<file path="src/rtl/converter_if.sv">
// Handshake bundle for the number-format converter.
// The master drives samples; the slave returns registered results.
interface converter_if #(
   parameter int WIDTH = 8
);
   logic                    in_valid;
   logic                    flag;
   logic signed [WIDTH-1:0] in;
   logic signed [WIDTH-1:0] out;
   logic                    out_valid;
   logic                    ovf;

   modport master (
      output in_valid, flag, in,
      input  out, out_valid, ovf
   );

   modport slave (
      input  in_valid, flag, in,
      output out, out_valid, ovf
   );
endinterface

</file>
<file path="src/rtl/converter.sv">
// Registered two's-complement <-> sign-magnitude converter, latency 1.
// Define CONVERTER_SAT_EN to saturate the two's-complement minimum.
module converter #(
   parameter int WIDTH = 8
) (
   input logic       clk,
   input logic       rst_n,
   converter_if.slave bus
);

   logic             sign;
   logic             is_min;
   logic [WIDTH-2:0] mag;
   logic [WIDTH-2:0] neg;
   logic [WIDTH-1:0] conv;
   logic             conv_ovf;

   // Negating the magnitude field is its own inverse in both directions
   always_comb begin
      sign     = bus.in[WIDTH-1];
      mag      = bus.in[WIDTH-2:0];
      neg      = -mag;
      is_min   = sign && (mag == '0);
      conv     = bus.in;
      conv_ovf = 1'b0;
      unique case (1'b1)
         !sign: conv = bus.in;
         is_min && !bus.flag: conv = '0;
         is_min && bus.flag: begin
`ifdef CONVERTER_SAT_EN
            conv     = {WIDTH{1'b1}};
            conv_ovf = 1'b1;
`else
            conv     = bus.in;
`endif
         end
         default: conv = {1'b1, neg};
      endcase
   end

   always_ff @(posedge clk) begin
      if (!rst_n) begin
         bus.out       <= '0;
         bus.out_valid <= 1'b0;
         bus.ovf       <= 1'b0;
      end else begin
         bus.out_valid <= bus.in_valid;
         if (bus.in_valid) begin
            bus.out <= conv;
            bus.ovf <= conv_ovf;
         end
      end
   end

endmodule

</file>
<file path="src/flat_wrapper.sv">
// flat-port wrapper written by rule: the top's interface ports become plain ports
module converter_flat 
#(
   parameter int WIDTH = 8
)
  (clk, rst_n, bus_in_valid, bus_flag, bus_in, bus_out, bus_out_valid, bus_ovf);
  converter_if #(.WIDTH(WIDTH)) bus_i ();
  input logic clk;
  input logic rst_n;
  input wire logic [$bits(bus_i.in_valid)-1:0] bus_in_valid;
  input wire logic [$bits(bus_i.flag)-1:0] bus_flag;
  input wire logic [$bits(bus_i.in)-1:0] bus_in;
  output wire logic [$bits(bus_i.out)-1:0] bus_out;
  output wire logic [$bits(bus_i.out_valid)-1:0] bus_out_valid;
  output wire logic [$bits(bus_i.ovf)-1:0] bus_ovf;
  assign bus_i.in_valid = bus_in_valid;
  assign bus_i.flag = bus_flag;
  assign bus_i.in = bus_in;
  assign bus_out = bus_i.out;
  assign bus_out_valid = bus_i.out_valid;
  assign bus_ovf = bus_i.ovf;
  converter #(.WIDTH(WIDTH)) u_core (.clk(clk), .rst_n(rst_n), .bus(bus_i));
endmodule
</file>
<file path="config.mk">
export PLATFORM = sky130hd
export DESIGN_NAME = converter_flat
export DESIGN_NICKNAME = d
export VERILOG_FILES = /design/src/rtl/converter_if.sv /design/src/rtl/converter.sv /design/src/flat_wrapper.sv
export SDC_FILE = /design/constraint.sdc
export NUM_CORES = 1
export LEC_CHECK = 0
export CORE_AREA = 2 2 39 41
export CTS_CLUSTER_DIAMETER = 30
export DETAILED_ROUTE_END_ITERATION = 10
export DIE_AREA = 0 0 41 43
export GPL_ROUTABILITY_DRIVEN = 0
export GPL_TIMING_DRIVEN = 0
export PLACE_DENSITY = 0.8
export SYNTH_ARGS = -nofsm -noshare
export SYNTH_HDL_FRONTEND = slang
export SYNTH_SLANG_ARGS = --single-unit
export TNS_END_PERCENT = 100
</file>
<file path="constraint.sdc">
create_clock -name clk -period 5.7 [get_ports clk]
set_clock_uncertainty 0.15 [all_clocks]
set_input_delay 1.71 -clock clk [delete_from_list [all_inputs] [get_ports clk]]
set_output_delay 1.71 -clock clk [all_outputs]
set_load 0.03 [all_outputs]
</file>
==> flow_summary.ini <==
[grt]
gr-total-overflow = 0
grt_max_degree = 11
antenna_found_initial = 0
first_global_vias = 486
track_usage_pct = 17.2
grt_pass1_wl_um = 2080

[clocking]
clk_latency_ns = 0.25
clock_path_buffers = 2
clock_sinks = 9
cts_tree = yes
cts_max_level = 1
cts_setup_buffers = 0
hold_buffers = 0
cts_buffers = 3
cts_root_buffer = clkbuf_4
clk_pin_slew_ns = 0.06
cts_resized = 0

[place]
post-place-ws_ns = 2.03
post-dp-hpwl_um = 946
io_buffers = 20

[min_path]
hold_end = u_core.bus.out[0]
worstHoldStart = u_core.bus.out[0]
hold_class = reg -> reg
hold_depth = 1

[run]
cap_violations = 0

[critical_path]
slowest_stage = clkdlybuf4s50_1
cp.arrival_ns = 3.40
crit_buf_inv = 3
r2r_slack_ns = 4.69
cp_max_fo = 6
path_cells = clkdlybuf4s50_1 -> inv_1 -> ha_1 -> or3b_1 -> buf_6 -> nor2_2 -> nand3b_1 -> a32o_1
critical_path.top_delay_family = buffers and inverters
r2r_cells = 3
r2r_start = u_core.bus.out[5]
path_class = in -> reg
cp-end-kind = flop
r2r_end = u_core.bus.out[5]
slowest_delay_ns = 0.48
cp_data_required_time_ns = 5.70
crit_start = bus_in[0]
worstSetupStartpointType = input pin

[sta]
slew_viol_final = 0
whs_ns = 0.317
finalSetupViolations = 0
hold_violations = 0
period_share_pct = 59.7
fin_setup_tns_ns = 0
post-route-min-period_ns = 3.40
max_freq_mhz = 294
worst_slack_ns = 2.30
rsz0062_at_grt = no

[floorplan]
start_util_pct = 39.0
num_rows = 14
die_x_um = 41
ios = 22
fp.dieH_um = 43
coreArea_mm2 = 0.00138
die_area_mm2 = 0.00176

[logic_synthesis]
ys_ff_latch = 9
yosysMostFrequentCell = dfxtp_1
synth_warnings = 0
synth-edff-count = 0
syn_area_per_cell_um2 = 9.30
syn-num-nets = 71
syn_area_um2 = 539
synth_top_cell_by_area = dfxtp_1
yosys-top-cells-area = dfxtp_1, xor2_1, nand2_1
synth_common_cells = dfxtp_1, nand2_1, o21ai_0
async_reset_ff_share_pct = 0
ys_seq_area_share_pct = 33.4
yosysUniqueCellTypes = 35
synthDominantCellAreaShare_pct = 33.4
synth_ff_type = dfxtp_1
syn_inst = 58

[final_layout]
finalNetCount = 96
area_growth_pct = 45.7
fill_cells = 139
insertedDiodeCount = 0
multi_input_area_um2 = 329
drive_gt1_share_pct = 15.9
seq_area_um2 = 180

[route]
num_vias = 523
drtIter0Drc = 5
antenna_left = 0
dr.pass1.iters = 4
wirelength_um = 1240
via_per_inst = 5.34
wl_per_cell_um = 12.6
drc_errors = 0

[power]
power_switching_w = 0.0000507
p_int_w = 0.000119
p_sw_share_pct = 29.9
leakage_nw = 0.296
combPwrFrac_pct = 29.9
clkPwrFrac_pct = 28.8
ir_worst_vdd_uv = 114
power_frac_seq_pct = 41.3
powerDensity_mw_per_mm2 = 216

[status]
status = finished, final reports clean
worst max path at each step:
stage	end	cells after the start
4_1_cts	u_core.bus.out[0]	8
5_1_grt	u_core.bus.out[0]	8
6_report	u_core.bus.out[0]	8
3_3_place_gp	u_core.bus.out[0]	8
3_5_place_dp	u_core.bus.out[0]	8
2_1_floorplan	u_core.bus.out[0]	7
kinds of logic (layout without fill, tap and decap cells):
family,after synthesis,count (layout),share of synthesized area [%]
xor+xnor,4,4,6.50
fa+ha+maj,1,1,2.32
other cells,1,1,0.695
buf+inv,5,29,5.57
flops,9,9,33.4
simple gates,18,18,19.3
compound gates,20,20,32.3
through the flow:
| stage | total power (W) | instances | area [um^2] | utilization [%] |
|---|---|---|---|---|
| floorplan | 0.0000981 | 58 | 539 | - |
| global placement | 0.000121 | 94 | 759 | 54.9 |
| detailed placement | 0.000122 | 94 | 759 | 54.9 |
| CTS | 0.000172 | 98 | 786 | 56.8 |
| global route | 0.000180 | 98 | 786 | 56.8 |
| finish | 0.000169 | 98 | 786 | 56.8 |
registers in the layout, summed over array words and instances, names as in the netlist:
name                  cells
u_core.bus.out            8
u_core.bus.out_valid      1
worst reg2reg max path, cell delays in order, from the launching register on:
cell and delay (ns):
dfxtp_1 0.34, o21ai_0 0.08, a31o_2 0.24, a211oi_2 0.13
cell type report:
type	count	share of cell area (%)
inverters	2	0.955
plain buffers	3	2.87
repair buffers	20	25.5
flip-flops and latches	9	22.9
well taps	16	2.55
clock buffers	4	3.34
multi-input cells	44	41.9
routing by layer:
layer / GRT usage [%] / vias up / part of all wire (%)
li1: - / 257 / -
met1: 20.3 / 236 / 45
met2: 28.1 / 25 / 46
met3: 4.71 / 5 / 7.3
met4: 6.00 / 0 / 1.8
met5: 0 / - / 0
placed cells by master, fill, tap and decap left out, types with 2 or more instances in the layout:
cell type        count
clkbuf_4             3
a21oi_1              3
nand2_1              6
inv_1                2
clkbuf_1             2
xor2_1               3
dfxtp_1              9
o21ai_0              4
nor2b_1              3
clkdlybuf4s50_1     20
power by group through the flow:
stage / Combinational, W / Sequential [W] / Clock, W
2_1_floorplan: 0.0000174 / 0.0000807 / 0
3_3_place_gp: 0.0000498 / 0.0000712 / 0
3_5_place_dp: 0.0000507 / 0.0000714 / 0
4_1_cts: 0.0000509 / 0.0000700 / 0.0000512
5_1_grt: 0.0000544 / 0.0000707 / 0.0000545
6_report: 0.0000506 / 0.0000700 / 0.0000488
Note: power is estimated with default switching activity, not from simulation.
